## src/rtl/audio_sample_mixer_if.sv

```systemverilog
// Voice/gain inputs and mixed-sample outputs of the audio sample mixer.
// The voice source drives the master side; the mixer sits on the slave side.
interface audio_sample_mixer_if #(
  parameter int unsigned NCH = 4
);
  logic                  lrck;
  logic [NCH*16-1:0]     ch_in;
  logic [NCH*8-1:0]      ch_gain;
  logic                  mute;
  logic signed [15:0]    mix_out;
  logic                  mix_valid;
  logic                  clip;
  logic                  busy;
  logic                  overrun;

  modport master (
    output lrck, ch_in, ch_gain, mute,
    input  mix_out, mix_valid, clip, busy, overrun
  );

  modport slave (
    input  lrck, ch_in, ch_gain, mute,
    output mix_out, mix_valid, clip, busy, overrun
  );
endinterface

```

## src/rtl/audio_sample_mixer.sv

```systemverilog
// Time-multiplexed N-voice mixer: one shared multiplier, per-frame gain slew,
// 16-bit saturation, one registered output sample per codec LR-clock frame.
module audio_sample_mixer #(
  parameter int unsigned NCH = 4
) (
  input  logic                clock,
  input  logic                reset,
  audio_sample_mixer_if.slave bus
);
  localparam int unsigned IDX_W  = $clog2(NCH);
  localparam int unsigned ACC_W  = 24 + IDX_W;
  localparam int unsigned PROD_W = 25;

  localparam logic signed [ACC_W-1:0] SAT_MAX = ACC_W'(32767);
  localparam logic signed [ACC_W-1:0] SAT_MIN = ACC_W'(-32768);
  localparam logic [IDX_W-1:0]        IDX_LAST = IDX_W'(NCH - 1);

  typedef enum logic [1:0] {IDLE, MAC, SAT} state_t;

  state_t                   state;
  logic                     sync1, sync2, prev;
  logic signed [15:0]       snap [NCH];
  logic [7:0]               cur_gain [NCH];
  logic [IDX_W-1:0]         idx;
  logic signed [ACC_W-1:0]  acc;

  logic                     frame_edge_c;
  logic signed [15:0]       snap_sel_c;
  logic [7:0]               gain_sel_c;
  logic [7:0]               gain_dest_c;
  logic signed [PROD_W-1:0] prod_c;
  logic signed [ACC_W-1:0]  shifted_c;
  logic                     sat_hi_c, sat_lo_c;

  assign frame_edge_c = sync2 & ~prev;
  assign snap_sel_c   = snap[idx];
  assign gain_sel_c   = cur_gain[idx];
  assign gain_dest_c  = bus.mute ? 8'd0 : bus.ch_gain[8*idx +: 8];

  // Gain is zero-extended to 9 bits so 255 stays positive; product fits in 24 bits.
  assign prod_c    = PROD_W'(snap_sel_c) * PROD_W'($signed({1'b0, gain_sel_c}));
  assign shifted_c = acc >>> 7;
  assign sat_hi_c  = shifted_c > SAT_MAX;
  assign sat_lo_c  = shifted_c < SAT_MIN;

  always_ff @(posedge clock or posedge reset) begin
    if (reset) begin
      state         <= IDLE;
      sync1         <= 1'b0;
      sync2         <= 1'b0;
      prev          <= 1'b0;
      idx           <= '0;
      acc           <= '0;
      bus.mix_out   <= '0;
      bus.mix_valid <= 1'b0;
      bus.clip      <= 1'b0;
      bus.busy      <= 1'b0;
      bus.overrun   <= 1'b0;
      for (int i = 0; i < NCH; i++) begin
        snap[i]     <= '0;
        cur_gain[i] <= '0;
      end
    end else begin
      sync1         <= bus.lrck;
      sync2         <= sync1;
      prev          <= sync2;
      bus.mix_valid <= 1'b0;

      // Frames arriving while a mix is in flight are dropped, not queued.
      if (frame_edge_c && state != IDLE) bus.overrun <= 1'b1;

      case (state)
        IDLE: begin
          if (frame_edge_c) begin
            for (int i = 0; i < NCH; i++) snap[i] <= bus.ch_in[16*i +: 16];
            acc      <= '0;
            idx      <= '0;
            bus.busy <= 1'b1;
            state    <= MAC;
          end
        end
        MAC: begin
          acc <= acc + ACC_W'(prod_c);
          // Slew uses this frame's gain first; the stepped value applies next frame.
          if (gain_sel_c < gain_dest_c)      cur_gain[idx] <= gain_sel_c + 8'd1;
          else if (gain_sel_c > gain_dest_c) cur_gain[idx] <= gain_sel_c - 8'd1;
          if (idx == IDX_LAST) state <= SAT;
          else                 idx   <= idx + IDX_W'(1);
        end
        SAT: begin
          if (sat_hi_c)      bus.mix_out <= 16'sh7fff;
          else if (sat_lo_c) bus.mix_out <= 16'sh8000;
          else               bus.mix_out <= shifted_c[15:0];
          bus.clip      <= sat_hi_c | sat_lo_c;
          bus.mix_valid <= 1'b1;
          bus.busy      <= 1'b0;
          state         <= IDLE;
        end
        default: state <= IDLE;
      endcase
    end
  end
endmodule

```

## src/flat_wrapper.sv

```systemverilog
// flat-port wrapper written by rule: the top's interface ports become plain ports
module audio_sample_mixer_flat 
#(
  parameter int unsigned NCH = 4
)
  (clock, reset, bus_lrck, bus_ch_in, bus_ch_gain, bus_mute, bus_mix_out, bus_mix_valid, bus_clip, bus_busy, bus_overrun);
  audio_sample_mixer_if #(.NCH(NCH)) bus_i ();
  input  logic clock;
  input  logic reset;
  input wire logic [$bits(bus_i.lrck)-1:0] bus_lrck;
  input wire logic [$bits(bus_i.ch_in)-1:0] bus_ch_in;
  input wire logic [$bits(bus_i.ch_gain)-1:0] bus_ch_gain;
  input wire logic [$bits(bus_i.mute)-1:0] bus_mute;
  output wire logic [$bits(bus_i.mix_out)-1:0] bus_mix_out;
  output wire logic [$bits(bus_i.mix_valid)-1:0] bus_mix_valid;
  output wire logic [$bits(bus_i.clip)-1:0] bus_clip;
  output wire logic [$bits(bus_i.busy)-1:0] bus_busy;
  output wire logic [$bits(bus_i.overrun)-1:0] bus_overrun;
  assign bus_i.lrck = bus_lrck;
  assign bus_i.ch_in = bus_ch_in;
  assign bus_i.ch_gain = bus_ch_gain;
  assign bus_i.mute = bus_mute;
  assign bus_mix_out = bus_i.mix_out;
  assign bus_mix_valid = bus_i.mix_valid;
  assign bus_clip = bus_i.clip;
  assign bus_busy = bus_i.busy;
  assign bus_overrun = bus_i.overrun;
  audio_sample_mixer #(.NCH(NCH)) u_core (.clock(clock), .reset(reset), .bus(bus_i));
endmodule
```

## config.mk

```make
export PLATFORM = sky130hd
export DESIGN_NAME = audio_sample_mixer_flat
export DESIGN_NICKNAME = d
export VERILOG_FILES = /design/src/rtl/audio_sample_mixer_if.sv /design/src/rtl/audio_sample_mixer.sv /design/src/flat_wrapper.sv
export SDC_FILE = /design/constraint.sdc
export NUM_CORES = 1
export LEC_CHECK = 0
export ABC_AREA = 1
export CELL_PAD_IN_SITES_DETAIL_PLACEMENT = 0
export CELL_PAD_IN_SITES_GLOBAL_PLACEMENT = 1
export CORE_ASPECT_RATIO = 0.9
export CORE_MARGIN = 4
export CORE_UTILIZATION = 52
export CTS_CLUSTER_DIAMETER = 80
export CTS_CLUSTER_SIZE = 14
export DETAILED_ROUTE_END_ITERATION = 16
export DONT_BUFFER_PORTS = 1
export PLACE_DENSITY = 0.95
export RECOVER_POWER = 50
export SYNTH_ARGS = -nofsm -noshare
export SYNTH_HDL_FRONTEND = slang
export SYNTH_SLANG_ARGS = --single-unit
export TNS_END_PERCENT = 50
```

## constraint.sdc

```tcl
create_clock -name clock -period 9.2 [get_ports clock]
set_input_delay 0.46 -clock clock [delete_from_list [all_inputs] [get_ports clock]]
set_output_delay 0.46 -clock clock [all_outputs]
set_load 0.01 [all_outputs]
```

# Yosys cells after proc, flatten, opt, wreduce, memory -nomap -nowiden
# Index checks and enable logic that the tools add are counted.
totals:
  regBits: 149
  in_bits: 100
  word_cells: 80
  out_inout_bits: 20
op_classes:
  eq_ne: 6
  n_reduce_logical: 13
  mul: 1
  order_cmp: 6
  n_mux: 26
  bitwise_logic: 4
  shift: 1
  add_sub_neg: 4
op_table:
  columns: ["cell", "n"]
  rows:
  - ["32-bit bitwise mux", 2]
  - ["16-bit 2-to-1 mux", 4]
  - ["32-bit 2-to-1 mux", 2]
  - ["26-bit case mux with 2 select lines", 1]
  - ["16-bit binary-select mux with 2-bit select", 1]
  - ["8-bit 2-to-1 mux", 4]
  - ["32-bit by 6-bit indexed part select with 8-bit output", 1]
  - ["26-bit by 25-bit adder with 26-bit output", 1]
  - ["26-bit 2-to-1 mux", 1]
  - ["16-bit by 9-bit multiplier with 25-bit output", 1]
  - ["19-bit by 16-bit > comparator with 1-bit output (second input constant)", 1]
  - ["19-bit by 16-bit less-than comparator with 1-bit output (second input constant)", 1]
  - ["8-bit binary-select mux with 2-bit select", 1]
  - ["8-bit demux with 2-bit select", 1]
  - ["2-bit AND reduction", 5]
  - ["8-bit by 1-bit adder with 8-bit output (second input constant)", 1]
  - ["8-bit > comparator", 1]
  - ["8-bit less-than comparator", 1]
  - ["2-bit 2-to-1 mux", 4]
  - ["2-bit case mux with 2 select lines", 2]
  - ["2-bit nonzero test", 4]
  - ["8-bit by 1-bit subtractor with 8-bit output (second input constant)", 1]
  - ["2-bit equality test (second input constant)", 2]
  - ["2-bit by 1-bit inequality test with 1-bit output (second input constant)", 2]
  - ["other kinds (14)", 16]

# Logic depth before layout (Yosys ltp)
logic_depth:
  ltp_word: 8
  depth_mapped: 30
  depth_no_buf: 28

# Least setup slack after synthesis
# Ideal clock, no wire load.
synth_path:
  path_type: "register -> register"
  start: "reg u_core.idx[1]"
  end: "reg u_core.acc[25]"
  stages_incl_launch_ff: 27
  t_required_ns: 9.082
  path_slack_ns: 3.783
  setup_time_ns: 0.118
  arrival_ns: 5.299
  n_path_buf: 2
  synth_period_minus_slack_ns: 5.417
  path_cell_list: "dfrtp_1 inv_2 buf_4 buf_4 o21ai_0 o22ai_1 inv_1 nor2_1 fa_1 inv_1 fa_1 inv_1 fa_1 inv_1 fa_1 fa_1 inv_1 ha_1 nand2_1 nor2_1 nand2_1 nor2_1 nand2_1 nand3_1 nand2_1 nand3_1 nand2_1"
synth_between:
  elab_chain_len: 7
  word_cells_on_any_way: 10
synth_rtl:
  columns: ["item", "line_no", "source"]
  rows:
  - ["start, declared", "audio_sample_mixer.sv:24", "logic [IDX_W-1:0] idx;"]
  - ["start signal, assigned", "audio_sample_mixer.sv:88", "else idx <= idx + IDX_W'(1);"]
  - ["2-bit NOT with 3-bit output (implied by the code) *", "audio_sample_mixer.sv:36, audio_sample_mixer.sv:37", null]
  - ["16-bit binary-select mux with 2-bit select / 8-bit binary-select mux with 2-bit select (equally long branches)", "audio_sample_mixer.sv:36, audio_sample_mixer.sv:37", null]
  - ["16-bit 2-to-1 mux (implied by the code) / 8-bit 2-to-1 mux (equally long branches) (2 in a row)", "audio_sample_mixer.sv:36, audio_sample_mixer.sv:37", null]
  - ["16-bit by 9-bit multiplier with 25-bit output *", "audio_sample_mixer.sv:41", "assign prod_c = PROD_W'(snap_sel_c) * PROD_W'($signed({1'b0, gain_sel_c}));"]
  - ["26-bit by 25-bit adder with 26-bit output *", "audio_sample_mixer.sv:83", "acc <= acc + ACC_W'(prod_c);"]
  - ["26-bit case mux with 2 select lines *", "audio_sample_mixer.sv:72", "case (state)"]
  - ["end signal, assigned", "audio_sample_mixer.sv:83", null]
  - ["end, declared", "audio_sample_mixer.sv:25", "logic signed [ACC_W-1:0] acc;"]
# Every way passes the cells marked *; elsewhere a longest branch is shown, timed or not. The select of a mux whose other input is x is not followed.
# A chain may end at the register's enable or synchronous reset.

# Worst setup path after layout
layout_path:
  start: "reg u_core.idx[0]"
  end: "reg u_core.acc[19]"
# The elaborated chain is that of the path after synthesis.

==> metrics.yaml <==
cts.hold.buffers_added: 0
whs_endpoint: "u_core.sync1"
synth_seq_cells: 149
viasPerCell: 5.358
yosysWarnings: 0
synthTopCellsByArea: "dfrtp_1 (29%), fa_1 (19%), nand2_1 (18%)"
maxCapViolations: 2
gp_congestion: 0.9610
synth_commonest_cells: "nand2_1 (621), inv_1 (256), nor2_1 (160)"
io_buffer_count: 0
fp.coreArea_um2: 24530
grt_use_total_pct: 26.45
slew_violations: 152
final_cells: 2066
critPathLaunchType: "flop"
grt_pass1_wl_um: 58370
syn_avg_cell_area_um2: 7.508
outcome: "finished with violations"
num_io_pins: 120
hold_class: "primary input to flop"
cts_tree: "built"
cts_buffers: 17
synth.most_common_cell: "nand2_1"
r2r_cells: 25
slew_headroom_pct: -154.0
final-hold-violation-count: 0
post_drt_wl_per_cell_um: 17.03
hold_depth: 0
final_nets: 2014
drive_gt1_share_pct: 5.202
grt_max_degree: 77
worst-setup-path-type: "flop to flop"
antenna_found_initial: 0
fmax_ghz: 0.1443
violations: "capacitance limit, slew limit"
synth_edf_count: 0
place_inst: 2034
htree_num_levels: 4
clk_latency_ns: 0.45
dieArea_um2: 27740
yosysTopAreaCell: "dfrtp_1"
finalClockSkew_ns: 0.01479
start_util_pct: 53.30
syn-cell-area_um2: 13070
syn_inst: 1741
worstPathMaxFanout: 68
die_w_um: 175.1
yosysTopAreaCellShare_pct: 28.52
route.detailed.drc: 0
die-height_um: 158.4
r2r-start: "u_core.idx[0]"
min_from: "bus_lrck"
cts_sinks: 149
async_flop_share_pct: 100.0
rows: 54
num-fill-cells: 2319
grt_pass1_vias: 11170
synth_fp_nets: 2038
required_ns: 9.54
rrSetupSlack_ns: 2.27
end_kind: "flop"
first_pass_iters: 6
min_period_ns: 6.930
num_vias: 11070
rsz0062_at_grt: "no"
antenna_cells: 0
synth_seq_area_share_pct: 28.52
grt-ovfl-total: 0
dr.first_iter.drc_count: 1002
ys_types: 36
r2r-end: "u_core.acc[19]"
finalCritPeriodShare_pct: 75.33
postCtsResizedCells: 0
critPathArrivalTime_ns: 7.27
finalSetupViolCount: 0
area_growth_pct: 6.375
post_cts_buffers: 0
clock_path_buffers: 2
clk_pin_slew_ns: 0.08
hold_slack_ns: 0.03221
cts_root_buffer: "clkbuf_16"
drtAntennaViolNets: 0
routed_wl_um: 35180
hpwl_um: 26560
fin_setup_tns_ns: 0
ys.flop_type: "dfrtp_1"
worst_pin_slew_ns: 3.789
[worst max path at each step]
stage | start | to
2_1_floorplan | u_core.idx[1] | u_core.acc[25]
6_report | u_core.idx[0] | u_core.acc[19]
4_1_cts | u_core.idx[0] | u_core.acc[19]
3_3_place_gp | u_core.idx[0] | u_core.acc[19]
3_5_place_dp | u_core.idx[0] | u_core.acc[19]
5_1_grt | u_core.idx[0] | u_core.acc[19]
[state kept, by name (all words and copies together), names as in the netlist, 2 cells and up, named ones only]
name	count
u_core.bus.mix_out	16
u_core.state	2
u_core.cur_gain	28
u_core.acc	26
u_core.snap	64
u_core.idx	2
[per-layer routing]
metal,vias up,share of wire [%],global-route usage [%]
met5,-,0,0
met4,0,1.9,6.956
met3,54,7.2,5.579
met2,382,46,42.71
met1,5340,45,36.85
li1,5293,-,-
[final cells by class]
type | instances | area [um^2] | share of cell area [%]
clock buffers | 18 | 439.2 | 3.158
clock inverters | 14 | 156.4 | 1.125
inverters | 268 | 1007 | 7.244
multi-input cells | 1271 | 8084 | 58.14
flip-flops and latches | 149 | 3730 | 26.82
well taps | 336 | 420.4 | 3.023
repair buffers | 10 | 67.56 | 0.4859
[critical path, cell delays in order (launching register included)]
cell	delay [ns]
dfrtp_2	0.36
buf_4	0.57
nand2_1	0.13
nand3_1	0.11
nand2_1	0.42
inv_1	0.52
nor2_1	0.20
fa_1	0.58
inv_1	0.16
fa_1	0.56
inv_1	0.05
fa_1	0.47
fa_1	0.55
inv_1	0.05
fa_1	0.49
inv_1	0.04
ha_1	0.38
nand2_1	0.11
nor2_1	0.26
inv_1	0.09
nor2_1	0.14
nand4_1	0.22
nand3_1	0.17
nand2_1	0.07
nand3_1	0.08
nand2_1	0.06
[placed cells by master, fill, tap and decap left out, types with 2 or more instances in the layout]
cell / count
inv_6: 5
clkinv_8: 4
nand3_1: 69
xor2_1: 5
nand3_2: 6
inv_1: 254
o21ai_0: 73
o21bai_1: 6
buf_4: 8
nand4_1: 12
nor2_2: 4
nor3_1: 4
nor2_1: 160
ha_1: 72
nand2_2: 18
a22o_1: 2
dfrtp_1: 148
xnor2_1: 4
fa_1: 125
nand2_1: 620
a21oi_1: 54
inv_8: 2
o22ai_1: 14
inv_2: 12
clkbuf_16: 17
clkinv_4: 2
a32oi_1: 8
a32oi_2: 7
clkbuf_1: 2
[metrics by stage]
stage / cell area (um^2) / setup WS [ns] / util (%)
floorplan: 13070 / 3.783 / -
global placement: 13320 / 2.608 / 54.31
detailed placement: 13320 / 2.476 / 54.31
CTS: 13920 / 2.413 / 56.74
global route: 13900 / 1.858 / 56.69
finish: 13900 / 2.270 / 56.69
[cells by family (layout without fill, tap and decap cells)]
| logic type | after synthesis | in the layout | share of synthesized area [%] |
|---|---|---|---|
| and+or+nand+nor | 895 | 895 | 27.41 |
| xor gates and xnor gates | 9 | 9 | 0.6030 |
| adders and majority gates | 197 | 197 | 26.04 |
| DFF | 149 | 149 | 28.52 |
| buffers and inverters | 321 | 310 | 9.649 |
| AOI/OAI and AO/OA | 170 | 170 | 7.782 |
Power is left out: the tool's default activity adds up to more than one toggle a clock period on the data nets, which glitch-free logic cannot reach.
